## config.mk

```make
export PLATFORM = sky130hd
export DESIGN_NAME = abr_prim_reg_adapter
export DESIGN_NICKNAME = d
export VERILOG_FILES = /design/src/rtl/abr_prim_reg_adapter_pkg.sv /design/src/rtl/abr_prim_reg_adapter.sv
export SDC_FILE = /design/constraint.sdc
export NUM_CORES = 1
export LEC_CHECK = 0
export CAP_MARGIN = 10
export CORE_AREA = 3 3 152 154
export CTS_BUF_LIST = sky130_fd_sc_hd__clkbuf_8 sky130_fd_sc_hd__clkbuf_16
export DETAILED_ROUTE_END_ITERATION = 6
export DIE_AREA = 0 0 155 157
export GPL_TIMING_DRIVEN = 0
export PLACE_DENSITY = 0.67
export SETUP_SLACK_MARGIN = 0.15
export SLEW_MARGIN = 20
export SYNTH_ARGS = -nofsm -noshare
export SYNTH_HDL_FRONTEND = slang
export SYNTH_SLANG_ARGS = --single-unit
```

## constraint.sdc

```tcl
create_clock -name clk_i -period 4.1 [get_ports clk_i]
set_clock_uncertainty 0.15 [all_clocks]
set_input_delay 0.82 -clock clk_i [delete_from_list [all_inputs] [get_ports clk_i]]
set_output_delay 0.82 -clock clk_i [all_outputs]
set_load 0.01 [all_outputs]
```

## src/rtl/abr_prim_reg_adapter_pkg.sv

```systemverilog
// Shared types and helpers for the subreg bank request adapter.
package abr_prim_reg_adapter_pkg;

  localparam int AdapterDW    = 32;
  localparam int BytesPerWord = AdapterDW / 8;

  typedef enum logic [1:0] {
    IDLE = 2'd0,
    EXEC = 2'd1,
    RESP = 2'd2
  } adapter_state_e;

  // Byte-wise merge: strobed bytes come from new_data, the rest keep old_data.
  function automatic logic [AdapterDW-1:0] strb_merge(
    input logic [AdapterDW-1:0]    old_data,
    input logic [AdapterDW-1:0]    new_data,
    input logic [BytesPerWord-1:0] strb
  );
    logic [AdapterDW-1:0] merged;
    merged = old_data;
    for (int b = 0; b < BytesPerWord; b++) begin
      if (strb[b]) begin
        merged[b*8 +: 8] = new_data[b*8 +: 8];
      end
    end
    return merged;
  endfunction

endpackage

```

## src/rtl/abr_prim_reg_adapter.sv

```systemverilog
// Valid/ready request bus to one-cycle subreg we/re strobes, with read-modify-write
// for partial writes since the subreg slices have no byte enables.
module abr_prim_reg_adapter
  import abr_prim_reg_adapter_pkg::*;
#(
  parameter int NumRegs = 8,
  parameter int AW      = 12,
  parameter int DW      = 32
) (
  input  logic                  clk_i,
  input  logic                  rst_b,
  input  logic                  req_valid,
  output logic                  req_ready,
  input  logic                  req_write,
  input  logic [AW-1:0]         req_addr,
  input  logic [DW-1:0]         req_wdata,
  input  logic [DW/8-1:0]       req_wstrb,
  output logic                  rsp_valid,
  input  logic                  rsp_ready,
  output logic [DW-1:0]         rsp_rdata,
  output logic                  rsp_err,
  output logic [NumRegs-1:0]    reg_we,
  output logic [NumRegs-1:0]    reg_re,
  output logic [DW-1:0]         reg_wd,
  input  logic [NumRegs*DW-1:0] reg_qs
);

  localparam int IdxW = AW - 2;

  if (DW != AdapterDW) begin : gen_dw_check
    $error("abr_prim_reg_adapter: DW must be 32");
  end

  if ((64'(1) << AW) < 64'(4 * NumRegs)) begin : gen_aw_check
    $error("abr_prim_reg_adapter: AW too small for NumRegs");
  end

  adapter_state_e      state_q, state_d;
  logic                accept;

  logic                lat_write;
  logic [AW-1:0]       lat_addr;
  logic [DW-1:0]       lat_wdata;
  logic [DW/8-1:0]     lat_wstrb;

  logic [IdxW-1:0]     req_idx, lat_idx;
  logic                req_err, lat_err;
  logic [NumRegs-1:0]  req_onehot;
  logic [DW-1:0]       lat_qs_word;

  // Address decode: word index plus misalignment / out-of-range error.
  always_comb begin
    req_idx    = req_addr[AW-1:2];
    lat_idx    = lat_addr[AW-1:2];
    req_err    = (req_addr[1:0] != 2'b00) || (int'(req_idx) >= NumRegs);
    lat_err    = (lat_addr[1:0] != 2'b00) || (int'(lat_idx) >= NumRegs);
    req_onehot = NumRegs'(1) << req_idx;
  end

  // Select the current qs of the latched register for read data and byte merge.
  always_comb begin
    lat_qs_word = '0;
    for (int i = 0; i < NumRegs; i++) begin
      if (lat_idx == IdxW'(i)) begin
        lat_qs_word = reg_qs[i*DW +: DW];
      end
    end
  end

  // State register.
  always_ff @(posedge clk_i or negedge rst_b) begin
    if (!rst_b) begin
      state_q <= IDLE;
    end else begin
      state_q <= state_d;
    end
  end

  // Next-state and handshake outputs; one transaction in flight, no overlap.
  always_comb begin
    state_d   = state_q;
    req_ready = 1'b0;
    rsp_valid = 1'b0;
    accept    = 1'b0;
    unique case (state_q)
      IDLE: begin
        req_ready = 1'b1;
        if (req_valid) begin
          accept  = 1'b1;
          state_d = EXEC;
        end
      end
      EXEC: begin
        state_d = RESP;
      end
      RESP: begin
        rsp_valid = 1'b1;
        if (rsp_ready) begin
          state_d = IDLE;
        end
      end
      default: begin
        state_d = IDLE;
      end
    endcase
  end

  // Latch the request, launch strobes for the EXEC cycle, capture the response.
  always_ff @(posedge clk_i or negedge rst_b) begin
    if (!rst_b) begin
      lat_write <= 1'b0;
      lat_addr  <= '0;
      lat_wdata <= '0;
      lat_wstrb <= '0;
      reg_we    <= '0;
      reg_re    <= '0;
      rsp_rdata <= '0;
      rsp_err   <= 1'b0;
    end else begin
      reg_we <= '0;
      reg_re <= '0;
      if (accept) begin
        lat_write <= req_write;
        lat_addr  <= req_addr;
        lat_wdata <= req_wdata;
        lat_wstrb <= req_wstrb;
        if (!req_err) begin
          if (req_write) begin
            if (|req_wstrb) begin
              reg_we <= req_onehot;
            end
          end else begin
            reg_re <= req_onehot;
          end
        end
      end
      if (state_q == EXEC) begin
        rsp_err   <= lat_err;
        rsp_rdata <= (!lat_err && !lat_write) ? lat_qs_word : '0;
      end else if (state_q == RESP && rsp_ready) begin
        rsp_err   <= 1'b0;
        rsp_rdata <= '0;
      end
    end
  end

  // Merged write word, driven only while a decoded write is executing.
  always_comb begin
    reg_wd = '0;
    if (state_q == EXEC && lat_write && !lat_err) begin
      reg_wd = strb_merge(lat_qs_word, lat_wdata, lat_wstrb);
    end
  end

endmodule
```

**Word level (Yosys, flattened, before mapping)**

Index checks and enable logic that the tools add are counted.

- Logic and storage cells: 70
- Output and inout bits: 83
- Bits in registers: 100
- Input bits: 309

- Muxes and demuxes: 32
- Reductions and logical operators: 15
- Shift operators: 1
- Order comparisons: 2
- Equality and inequality tests: 11

Operators with widths:

| kind | number |
|---|---|
| 32-bit two-way mux | 12 |
| 8-bit two-way mux | 11 |
| 10-bit by 3-bit == test with 1-bit output (second input constant) | 4 |
| 10-bit by 2-bit == test with 1-bit output (second input constant) | 2 |
| 10-bit by 4-bit greater-or-equal comparator with 1-bit output (second input constant) | 2 |
| 10-bit by 1-bit == test with 1-bit output (second input constant) | 1 |
| 10-bit zero test | 1 |
| 1-bit by 10-bit << shifter with 8-bit output (first input constant) | 1 |
| 1-bit two-way mux | 6 |
| 2-bit one-hot mux with 3 select lines | 1 |
| 2-bit nonzero test | 3 |
| 1-bit logical AND | 4 |
| 2-bit two-way mux | 2 |
| 2-bit != test (second input constant) | 2 |
| 4-bit OR reduction | 1 |
| 2-bit by 1-bit == test with 1-bit output (second input constant) | 1 |
| 2-bit == test (second input constant) | 1 |
| 1-bit zero test | 2 |
| 2-bit zero test | 1 |
| 1-bit logical OR | 2 |
| 2-bit AND reduction | 1 |

**Longest topological paths before layout**

Gate-level depths: netlist of the first run.

- Word-level depth: 11
- Mapped depth: 10
- Gate-level depth less buffers: 6

**Worst setup path before layout of the first run**

Ideal clock, no wire load.

- Path kind: register to output
- Start: register lat_addr[9]
- End: output port reg_wd[10]
- Stages on the path, launching flop included: 6
- Setup slack: 814 ps
- Data arrival time: 2316 ps
- Required time: 3130 ps
- Buffers on the path: 0
- Cells stage by stage: dfrtp_1 or4_4 nor4_1 a221oi_1 o22a_1 a211oi_1

- Word-level cells in the longest chain between the ends: 11
- Elaborated cells on any way between the ends: 22
- Those cells by class: order compare (1); eq/ne (7); mux (10); reduce/logical (4)

RTL lines:

| element | RTL line | source |
|---|---|---|
| from (decl) | abr_prim_reg_adapter.sv:42 | `logic [AW-1:0] lat_addr;` |
| from (signal assigned) | abr_prim_reg_adapter.sv:124 | `lat_addr <= req_addr;` |
| 10-bit zero test | abr_prim_reg_adapter.sv:64 | `if (lat_idx == IdxW'(i)) begin` |
| 32-bit two-way mux (8 in a row) | abr_prim_reg_adapter.sv:64 |  |
| 8-bit two-way mux | abr_prim_reg_adapter_pkg.sv:22 | `if (strb[b]) begin` |
| 32-bit two-way mux (*) | abr_prim_reg_adapter.sv:150 | `if (state_q == EXEC && lat_write && !lat_err) begin` |
| to (decl) | abr_prim_reg_adapter.sv:24 | `output logic [DW-1:0] reg_wd,` |

Every way passes the cells marked *; elsewhere a longest branch is shown, timed or not.

**Worst setup path in the final report of the first run**

- Start: register lat_addr[9]
- End: output port reg_wd[15]

Same word-level chain as after synthesis.

==> impl_results.md, run 1 <==
- Status: complete, no violations
- Post-synth EDFFs: 0
- Min-delay worst type: primary input to asynchronous set/reset pin
- Max frequency: 250.9 MHz
- Final Setup Violations: 0
- Syn avg cell area: 8.702 um^2
- Seq cells post-synth: 100
- Die width: 155 um
- Top cell type's share of synthesized area: 37.35%
- Residual DRC: 0
- Antenna viol nets, final: 0
- Largest net degree at the start of global routing: 71
- Footprint of the multi-input gates: 0.004334 mm^2
- Most used cell, CP: buf_6
- Required time of the critical path: 3.13 ns
- Critical path class: register to output port
- RSZ-0062 raised after global routing: true
- Final hold vios: 0
- Period Utilization, post-route: 97.23%
- Die Ht: 157 um
- Placed inst area: 0.01100 mm^2
- Initial Util: 30.70%
- Initial antenna violation count: 0
- Netlist Area Pre-Place: 0.006700 mm^2
- Max FO, Critical Path: 3
- Ant diodes: 0
- Share of layout cells above drive strength 1: 22.57%
- Period minus WS final: 3.986 ns
- Drt first pass iters: 4
- Yosys Warn Count: 0
- Top cell type by total area after synthesis: dfrtp_1
- CP startpoint kind: register
- # fillers: 2,005
- CP endpoint kind: output port
- Placer congestion estimate: 0.9165
- Vias per cell: 5.510
- Placed insts: 1,442
- Die area: 0.02434 mm^2
- Sw frac: 44.88%
- Sw power: 2448 uW
- R2R Path End: rsp_rdata[27]
- Clk_lat worst skew: 0.36 ns
- Final Hold Slack: 0.1923 ns
- Critical path's slowest cell: or4_4
- Main flop type after synthesis: dfrtp_1
- Site Rows: 54
- Number of global-route vias before repair: 8,146
- Final Instance Area: 0.01206 mm^2
- PortBufs: 391
- Layout Cells excl Fill: 1,485
- CTS tree: yes
- Commonest cells post-synth: dfrtp_1 (100), a21oi_1 (92), nor2_1 (83)
- Final-report max-slew violation count: 0
- P per Cell Area: 452.3 mW/mm^2
- Synth Instances: 770
- # IOs: 392
- Routed wire length: 36,680 um
- # Max-Cap Violations: 0
- Register area share after synthesis: 37.35%
- Flop2flop setup slack: 1.34 ns
- Routed len/inst: 24.70 um
- Total power: 5453 uW
- Post-Syn Nets: 1,079
- Max-Slew Margin vs Limit: 44.03%
- R2R depth: 7
- Max incr delay on CP: 0.58 ns
- Clock Tree Root: clkbuf_16
- CTS clk-pin slew, worst paths: 0.08 ns
- Clock buffer depth: 2
- Sink Count: 100
- Worst slew pin tran: 0.8396 ns
- Ys async rst share: 100.0%
- Max VDD drop: 0.0002660 V
- Worst r2r src: lat_addr[9]
- Synth area leaders: dfrtp_1 (37%), mux2_2 (11%), a21oi_1 (6.9%)
- Comb pwr share: 57.9%
- Crit path DAT: 3.02 ns
- Area growth from synthesis to layout: 79.94%
- Htree depth: 3
- LEAKAGE: 0.004632 uW
- FF/Latch Area: 0.002502 mm^2
- CTS Hold Bufs: 0
- Total gr overflow: 0
- Pint: 3006 uW
- DP HPWL: 28,880 um
- First-pass GRT wire length: 51,970 um
- DR vias: 8,183
- Leading cell type by number of instances after synthesis: dfrtp_1
- Clock power frac: 16.3%
- Nets: 1,509
- Number of library cell types mapped by synthesis: 45
- Core area: 0.02182 mm^2
- DRT iter0 DRCs: 576
- Part of the power in registers: 25.8%
- GR Util All Layers: 28.20%
- Crit-path cells: or4_4 -> buf_12 -> nor4_4 -> buf_4 -> buf_6 -> buf_6 -> a221oi_2 -> a211o_1 -> o21ai_1 -> nor2b_1 -> buf_2
- Cts bufs inserted: 9
## flip-flops by register name, indices dropped and copies added (netlist names)
register   cells
rsp_rdata     32
state_q        2
lat_wdata     32
lat_write      1
reg_we         8
lat_wstrb      4
rsp_err        1
reg_re         8
lat_addr      12
## cell type report
cell class	instances	area share, %
clock buffer	9	1.868
tap	280	2.906
sequential	100	20.76
timing repair buffer	419	33.68
inverter	11	0.3425
clock inverter	7	0.6330
buffer	65	3.871
multi-input combinational	594	35.95
## worst max-delay path: cells and delay by family (launching register included)
family / cells / cell delay, ns
buf+inv: 5 / 0.71
compound gates: 3 / 0.57
simple gates: 3 / 1.01
flops: 1 / 0.38
## cell families after synthesis
logic type	Yosys count	share of synthesized area [%]
flip-flops	100	37.35
multiplexers	94	15.41
buffers and inverters	76	4.743
AND/OR/NAND/NOR	233	16.27
AO/OA/AOI/OAI	267	26.24
## worst max path at each step
stage / startpoint / endpoint / slack, ns
final: lat_addr[9] / reg_wd[15] / 0.11
after global routing: lat_addr[9] / reg_wd[14] / -0.02
after CTS: lat_addr[6] / reg_wd[16] / 0.10
after detailed placement: lat_addr[4] / reg_wd[21] / -1.01
after global placement: rst_b / rsp_rdata[5] / -2.00
after floorplan: lat_addr[9] / reg_wd[10] / 0.81
## power by group through the flow
stage / clock network (uW) / registers, uW / logic, uW
after global routing: 940 / 1440 / 3390
after floorplan: 0 / 1370 / 1700
after detailed placement: 0 / 1420 / 2800
after CTS: 906 / 1410 / 3020
final: 888 / 1410 / 3160
after global placement: 0 / 1410 / 2780
## what timing repair did
item,in CTS,in global routing
buffers inserted,13,13
gates resized for setup,177,141
setup endpoints to repair,32,32
pin swaps,11,50
cloned,0,1
## stage by stage
stage               util (%)  worst slack (ns)  TNS (ns)
floorplan                  -            0.8141         0
global placement       50.24            -2.001   -216.46
detailed placement     50.40            -1.010    -15.94
CTS                    53.49            0.1023         0
global route           55.25          -0.01663  -0.03646
finish                 55.25            0.1136         0
## metal layers
metal | vias up | global-route usage (%) | share of wire [%]
li1 | 3702 | - | -
met1 | 4011 | 36.03 | 41
met2 | 410 | 48.04 | 49
met3 | 60 | 7.259 | 8.2
met4 | 0 | 6.686 | 2.1
met5 | - | 0 | 0
## cells in the final DEF, fill, tap and decap left out, drive strengths merged, types with 5 or more instances in the layout
cell / netlist / final
o22ai: 10 / 10
buf: 22 / 83
nand2b: 5 / 5
a211oi: 34 / 34
clkdlybuf4s50: 0 / 358
inv: 11 / 14
a21oi: 92 / 92
a31oi: 6 / 6
o21ai: 46 / 46
nor2b: 27 / 27
a22o: 8 / 8
mux2: 63 / 63
dfrtp: 100 / 100
a22oi: 6 / 6
o31ai: 18 / 18
nand2: 65 / 65
mux2i: 30 / 30
o22a: 6 / 6
a221oi: 28 / 28
nor2: 83 / 83
clkbuf: 43 / 49
or3: 22 / 22
nand3: 16 / 16
(Power assumes the default switching activity.)
==> inputs of run 2 (changes only) <==
--- a/config.mk
+++ b/config.mk
@@ -5,7 +5,7 @@
 export SDC_FILE = /design/constraint.sdc
 export NUM_CORES = 1
 export LEC_CHECK = 0
-export CAP_MARGIN = 10
+export CAP_MARGIN = 25
 export CORE_AREA = 3 3 152 154
 export CTS_BUF_LIST = sky130_fd_sc_hd__clkbuf_8 sky130_fd_sc_hd__clkbuf_16
 export DETAILED_ROUTE_END_ITERATION = 6
==> results of run 2 <==
The final DEF is identical to that of run 1; final timing and power are the same.
